$ cat src/rtl/matmul_feeder.sv
// Host-side feeder/collector for the 4x4 systolic matmul core: skews A/B into wavefronts and gathers C rows.
// Optional drain watchdog: define MATMUL_FEED_TIMEOUT_EN.

module matmul_feeder_lane #(
  parameter int N      = 4,
  parameter int DATA_W = 32,
  parameter int CNT_W  = 4,
  parameter int LANE   = 0
)(
  input  logic [CNT_W-1:0]    i_step,
  input  logic [N*DATA_W-1:0] i_a_row,
  input  logic [N*DATA_W-1:0] i_b_col,
  output logic [DATA_W-1:0]   o_a,
  output logic [DATA_W-1:0]   o_b
);
  // k = step-1-LANE; row/column vectors are pre-arranged so element k sits at slice k
  always_comb begin
    o_a = '0;
    o_b = '0;
    for (int k = 0; k < N; k++) begin
      if (int'(i_step) == k + 1 + LANE) begin
        o_a = i_a_row[k*DATA_W +: DATA_W];
        o_b = i_b_col[k*DATA_W +: DATA_W];
      end
    end
  end
endmodule

module matmul_feeder #(
  parameter int N       = 4,
  parameter int DATA_W  = 32,
  parameter int CNT_W   = 4,
  parameter int TIMEOUT = 64
)(
  input  logic                    i_clk,
  input  logic                    i_rst,
  input  logic                    i_ld_valid,
  output logic                    o_ld_ready,
  input  logic [N*N*DATA_W-1:0]   i_ld_a_flat,
  input  logic [N*N*DATA_W-1:0]   i_ld_b_flat,
  output logic                    o_input_start,
  output logic [CNT_W-1:0]        o_counter,
  output logic [N*DATA_W-1:0]     o_inA_flat,
  output logic [N*DATA_W-1:0]     o_inB_flat,
  input  logic                    i_output_rdy,
  input  logic [N*DATA_W-1:0]     i_outD_flat,
  output logic                    o_res_valid,
  input  logic                    i_res_ready,
  output logic [N*N*DATA_W-1:0]   o_res_c_flat,
  output logic                    o_err
);
  localparam int IW = $clog2(N+1);

  typedef enum logic [2:0] {ST_IDLE, ST_START, ST_FEED, ST_DRAIN, ST_DONE} state_t;

  state_t                  r_state, w_nxt_state;
  logic [CNT_W-1:0]        r_cnt, w_nxt_cnt;
  logic                    r_ld_ready, r_start, r_res_valid, r_ph;
  logic [N*DATA_W-1:0]     r_in_a, r_in_b, w_lane_a, w_lane_b;
  logic [N*N*DATA_W-1:0]   r_a, r_b, r_res;
  logic [IW-1:0]           r_idx;
  logic                    w_load, w_cap, w_capst;

  assign o_ld_ready    = r_ld_ready;
  assign o_input_start = r_start;
  assign o_counter     = r_cnt;
  assign o_inA_flat    = r_in_a;
  assign o_inB_flat    = r_in_b;
  assign o_res_valid   = r_res_valid;
  assign o_res_c_flat  = r_res;

  // Lane g takes row g of A and column g of B, both arranged so step k lands at slice k
  for (genvar g = 0; g < N; g++) begin : g_lane
    logic [N*DATA_W-1:0] w_b_col;
    for (genvar r = 0; r < N; r++) begin : g_bc
      assign w_b_col[(N-1-r)*DATA_W +: DATA_W] = r_b[(N*N-1-(r*N+g))*DATA_W +: DATA_W];
    end
    matmul_feeder_lane #(.N(N), .DATA_W(DATA_W), .CNT_W(CNT_W), .LANE(g)) u_lane (
      .i_step  (w_nxt_cnt),
      .i_a_row (r_a[(N-1-g)*N*DATA_W +: N*DATA_W]),
      .i_b_col (w_b_col),
      .o_a     (w_lane_a[(N-1-g)*DATA_W +: DATA_W]),
      .o_b     (w_lane_b[(N-1-g)*DATA_W +: DATA_W])
    );
  end

  assign w_capst = (r_state == ST_START) || (r_state == ST_FEED) || (r_state == ST_DRAIN);

`ifdef MATMUL_FEED_TIMEOUT_EN
  localparam int TW = $clog2(TIMEOUT+1);
  logic [TW-1:0] r_tmo;
  logic          r_err, w_tmo_hit;
  assign o_err = r_err;
`else
  logic [31:0] w_unused_tmo;
  assign w_unused_tmo = 32'(TIMEOUT);
  assign o_err = 1'b0;
`endif

  always_comb begin
    w_nxt_state = r_state;
    w_nxt_cnt   = r_cnt;
    w_load      = 1'b0;
    w_cap       = 1'b0;
`ifdef MATMUL_FEED_TIMEOUT_EN
    w_tmo_hit   = 1'b0;
`endif
    case (r_state)
      ST_IDLE: begin
        if (i_ld_valid && r_ld_ready) begin
          w_load      = 1'b1;
          w_nxt_state = ST_START;
          w_nxt_cnt   = '0;
        end
      end
      ST_START: begin
        w_nxt_cnt = '0;
        if (r_ph) begin
          w_nxt_state = ST_FEED;
          w_nxt_cnt   = CNT_W'(1);
        end
      end
      ST_FEED: begin
        w_nxt_cnt = r_cnt + CNT_W'(1);
        if (r_cnt == CNT_W'(2*N-1)) w_nxt_state = ST_DRAIN;
      end
      ST_DRAIN: begin
        w_nxt_cnt = r_cnt + CNT_W'(1);
`ifdef MATMUL_FEED_TIMEOUT_EN
        if (r_tmo == TW'(TIMEOUT-1)) begin
          w_tmo_hit   = 1'b1;
          w_nxt_state = ST_DONE;
        end
`endif
      end
      ST_DONE: begin
        if (i_res_ready) w_nxt_state = ST_IDLE;
      end
      default: w_nxt_state = ST_IDLE;
    endcase
    // A row landing on the final drain cycle wins over the watchdog
    if (w_capst && i_output_rdy && (r_idx < IW'(N))) begin
      w_cap = 1'b1;
      if (r_idx == IW'(N-1)) begin
        w_nxt_state = ST_DONE;
`ifdef MATMUL_FEED_TIMEOUT_EN
        w_tmo_hit   = 1'b0;
`endif
      end
    end
  end

  always_ff @(posedge i_clk) begin
    if (i_rst) begin
      r_state     <= ST_IDLE;
      r_ld_ready  <= 1'b0;
      r_start     <= 1'b0;
      r_cnt       <= '0;
      r_ph        <= 1'b0;
      r_in_a      <= '0;
      r_in_b      <= '0;
      r_res_valid <= 1'b0;
      r_res       <= '0;
      r_idx       <= '0;
      r_a         <= '0;
      r_b         <= '0;
    end else begin
      r_state     <= w_nxt_state;
      r_ld_ready  <= (w_nxt_state == ST_IDLE);
      r_start     <= (w_nxt_state == ST_START);
      r_cnt       <= w_nxt_cnt;
      r_ph        <= (r_state == ST_START) && !r_ph;
      r_in_a      <= (w_nxt_state == ST_FEED) ? w_lane_a : '0;
      r_in_b      <= (w_nxt_state == ST_FEED) ? w_lane_b : '0;
      r_res_valid <= (w_nxt_state == ST_DONE);
      if (w_load) begin
        r_a   <= i_ld_a_flat;
        r_b   <= i_ld_b_flat;
        r_idx <= '0;
        r_res <= '0;
      end else if (w_cap) begin
        r_res[(N-1-int'(r_idx))*N*DATA_W +: N*DATA_W] <= i_outD_flat;
        r_idx <= r_idx + IW'(1);
      end
    end
  end

`ifdef MATMUL_FEED_TIMEOUT_EN
  always_ff @(posedge i_clk) begin
    if (i_rst) begin
      r_tmo <= '0;
      r_err <= 1'b0;
    end else begin
      r_tmo <= (r_state == ST_DRAIN && w_nxt_state == ST_DRAIN) ? r_tmo + TW'(1) : '0;
      r_err <= r_err | w_tmo_hit;
    end
  end
`endif

endmodule

$ cat config.mk
export PLATFORM = sky130hd
export DESIGN_NAME = matmul_feeder
export DESIGN_NICKNAME = d
export VERILOG_FILES = /design/src/rtl/matmul_feeder.sv
export SDC_FILE = /design/constraint.sdc
export NUM_CORES = 2
export LEC_CHECK = 0
export CORE_AREA = 3 3 753 755
export DETAILED_ROUTE_END_ITERATION = 8
export DIE_AREA = 0 0 756 758
export PLACE_DENSITY_LB_ADDON = 0.2
export SLEW_MARGIN = 15
export SYNTH_ARGS = -nofsm -noshare
export SYNTH_HDL_FRONTEND = slang
export SYNTH_SLANG_ARGS = --single-unit
$ cat constraint.sdc
create_clock -name i_clk -period 3.2 [get_ports i_clk]
set_input_delay 0.32 -clock i_clk [delete_from_list [all_inputs] [get_ports i_clk]]
set_output_delay 0.32 -clock i_clk [all_outputs]
set_load 0.02 [all_outputs]
==> reports/metrics.cfg <==
[timing]
rsz0062_at_grt = false
finalCritPeriodShare_pct = 90.4
setup-violations-final = 0
timing_worst_slew_pin_value_ns = 1.22
timing_hold_violations_final = 0
clock-skew-final_ns = 0.115
whs_ns = 0.0681
final-max-slew-violation-count = 0
maxSlewHeadroom_pct = 18.8
final_period_minus_worst_setup_slack_ns = 2.89
clock.fmax_mhz = 346

[finish]
final_layout_size_suffix_gt1_share_pct = 7.06
layoutNonFillerInstCount = 19200
leading_cell_type_in_the_layout_fill_and_taps_excluded = sky130_fd_sc_hd__nand2_1
layout.cells.most_common_list = sky130_fd_sc_hd__nand2_1 (3096), sky130_fd_sc_hd__clkdlybuf4s50_1 (1918), sky130_fd_sc_hd__dfxtp_1 (1806)
area.growth.synth_to_final_pct = 69.0
postLayoutCoreUtil_pct = 20.7
final_net_count = 12600

[global_routing]
grtUsageTotal_pct = 18.0
grt_first_pass_wirelength_mm = 706
first_global_vias = 75000
globalRoute.totalOverflow = 0
grt_max_degree = 157
number_of_antenna_violations_at_the_first_check_in_global_routing = 185

[flow_run]
max-cap-violations = 0

[placement]
place.detailed.hpwl_mm = 424
numPlacedInstances = 17700
io_buffer_count = 1931
globalplace.congestion = 0.864

[die]
floorplan.die.height_um = 758
boundaryPins = 1933
design.core.area_sq_um = 561000
floorplan.die_area_sq_um = 573000
die-width_um = 756
placementRows = 275
initial_utilization_pct = 12.3

[clocking]
worst_setup_hold_path_clk_slew_ns = 0.07
clock_sinks = 1806
cts-buffers-inserted = 238
cts_root_buffer = sky130_fd_sc_hd__clkbuf_16
worst_skew_pair.late_latency_ns = 0.99
max-clock-path-buffers = 4
cts_max_level = 4
cts_tree = built
post_cts_buffers = 0

[yosys]
synth-edff-count = 0
synth.net_count = 9982
netlist_instances = 8819
synth-warning-count = 0
syn_avg_cell_area_sq_um = 7.79
postSynth.asyncResetShare_pct = 0
synth.cell_area_sq_um = 68700
yosysSeqAreaShare_pct = 52.6
ys.flop_type = sky130_fd_sc_hd__dfxtp_1
postSynthRegisterBits = 1806
synth_cell_type_count = 57

[pwr]
leakage_nw = 37.8
power_density_relative_to_cell_area_nw_per_um2 = 510
ir_drop_mv = 0.540

[worst_setup_path]
timing.critical_path.to_type = register
critPathKind = register to register
worst-path-max-fanout = 25
critPathArrivalTime_ns = 3.71
data_required_time_at_the_worst_endpoint_ns = 4.01
timing.critical_path.from_type = register

[drt]
routed_wl_mm = 544
total_via_count_in_the_routed_design = 75400
antenna_left = 0
detailedRoute.firstIterationViolations = 5386
drt_first_pass_iters = 6
drt-wirelength-per-cell_um = 28.4
avgViaCountPerCell = 3.94
detail_route.drc_violations = 0

[min_path]
hold_path.class = primary input to register

[status]
outcome = finished clean

-- routing by layer --
layer | vias up | part of all wire, % | global-route usage [%]
met1 | 37000 | 42 | 22.2
li1 | 35100 | - | -
met5 | - | 0.089 | 0
met4 | 76 | 4.0 | 6.24
met2 | 2603 | 45 | 28.8
met3 | 708 | 9.1 | 6.77
-- critical path: stages, from the launching register on --
cell                      delay, ns
sky130_fd_sc_hd__dfxtp_1       0.38
sky130_fd_sc_hd__ha_1          0.31
sky130_fd_sc_hd__ha_1          0.24
sky130_fd_sc_hd__o211a_1       0.13
sky130_fd_sc_hd__a21oi_1       0.22
sky130_fd_sc_hd__or4b_4        0.55
sky130_fd_sc_hd__nor3_4        0.23
sky130_fd_sc_hd__buf_12        0.23
sky130_fd_sc_hd__buf_12        0.21
sky130_fd_sc_hd__a22o_1        0.16
-- kinds of logic (layout without fill, tap and decap cells) --
family	Yosys count	in the layout	synth area share [%]
adder cells (fa/ha/maj)	6	6	0.109
AND/OR/NAND/NOR	3991	3991	24.0
flip-flops	1806	1806	52.6
other	1	61	0.00546
AO/OA/AOI/OAI	2189	2189	18.5
multiplexers	2	2	0.0310
XOR/XNOR	2	2	0.0255
buffers and inverters	822	3622	4.73
-- timing repair --
item,CTS,global route
hold buffers,928,0
gates resized for setup,0,0
endpoints found under the hold margin,966,0
-- synthesized netlist by cell type, types with 2 or more instances --
cell | number | share of area (%)
sky130_fd_sc_hd__nand4_1 | 65 | 0.59
sky130_fd_sc_hd__nand3b_1 | 5 | 0.055
sky130_fd_sc_hd__o21ai_1 | 2 | 0.015
sky130_fd_sc_hd__buf_4 | 2 | 0.022
sky130_fd_sc_hd__buf_6 | 6 | 0.098
sky130_fd_sc_hd__nor4_1 | 24 | 0.22
sky130_fd_sc_hd__nor2b_1 | 131 | 1.2
sky130_fd_sc_hd__a211oi_1 | 65 | 0.71
sky130_fd_sc_hd__o221a_2 | 63 | 1.0
sky130_fd_sc_hd__a22o_1 | 63 | 0.80
sky130_fd_sc_hd__a21oi_1 | 1611 | 12
sky130_fd_sc_hd__a21boi_0 | 2 | 0.022
sky130_fd_sc_hd__dfxtp_1 | 1806 | 53
sky130_fd_sc_hd__o211ai_1 | 193 | 2.1
sky130_fd_sc_hd__and2_1 | 2 | 0.018
sky130_fd_sc_hd__buf_1 | 44 | 0.24
sky130_fd_sc_hd__nor2_1 | 37 | 0.20
sky130_fd_sc_hd__or3_1 | 3 | 0.027
sky130_fd_sc_hd__buf_2 | 90 | 0.66
sky130_fd_sc_hd__and3_1 | 66 | 0.60
sky130_fd_sc_hd__inv_1 | 7 | 0.038
sky130_fd_sc_hd__nand2_1 | 3099 | 17
sky130_fd_sc_hd__o21ai_0 | 66 | 0.48
sky130_fd_sc_hd__o21a_1 | 3 | 0.033
sky130_fd_sc_hd__nor3_1 | 216 | 1.6
sky130_fd_sc_hd__nor4b_1 | 3 | 0.038
sky130_fd_sc_hd__a21o_1 | 2 | 0.022
sky130_fd_sc_hd__a311oi_1 | 106 | 1.4
sky130_fd_sc_hd__o211a_1 | 3 | 0.044
sky130_fd_sc_hd__nand2b_1 | 5 | 0.046
sky130_fd_sc_hd__clkbuf_1 | 673 | 3.7
sky130_fd_sc_hd__ha_1 | 6 | 0.11
sky130_fd_sc_hd__nand3_1 | 326 | 2.4
-- flip-flops by register name, indices dropped and copies added, names as in the netlist, 3 cells and up --
register	count
o_res_c_flat	512
r_a	512
r_b	512
o_inA_flat	128
o_inB_flat	128
o_counter	4
r_idx	3
r_state	3
-- power by group --
group	internal, mW	total (mW)	switching [mW]
combinational	3.10	6.80	3.70
sequential	23.3	23.8	0.504
clock	16.6	28.6	12.0
-- final timing paths --
| kind | cells after the start | from | slack, ns | to |
|---|---|---|---|---|
| hold reg to reg | 2 | r_b[27] | 0.45 | r_b[27] |
| setup reg to reg | 9 | r_idx[0] | 0.31 | o_inB_flat[125] |
| hold / removal | 3 | i_ld_b_flat[17] | 0.07 | r_b[17] |
| setup / recovery | 9 | r_idx[0] | 0.31 | o_inB_flat[125] |
-- through the flow --
step	power (mW)	setup TNS, ns	area [sq um]	setup slack, ns
after global placement	30.0	-0.142	98500	-0.119
after CTS	60.4	0	116000	0.129
after floorplan	26.3	0	68700	0.734
after global routing	61.5	0	116000	0.128
final	59.2	0	116000	0.307
after detailed placement	30.0	-0.156	98500	-0.0985
-- cell type report --
type                            count  area [sq um]
Multi-Input combinational cell   6191         29500
Clock buffer                      348          7020
Timing Repair Buffer             3177         32700
Antenna cell                       60           150
Tap cell                         7479          9360
Fill cell                       62500        444000
Clock inverter                     90          1180
Sequential cell                  1806         36200
Inverter                            7          26.3
Power figures use the tool's default switching activity.
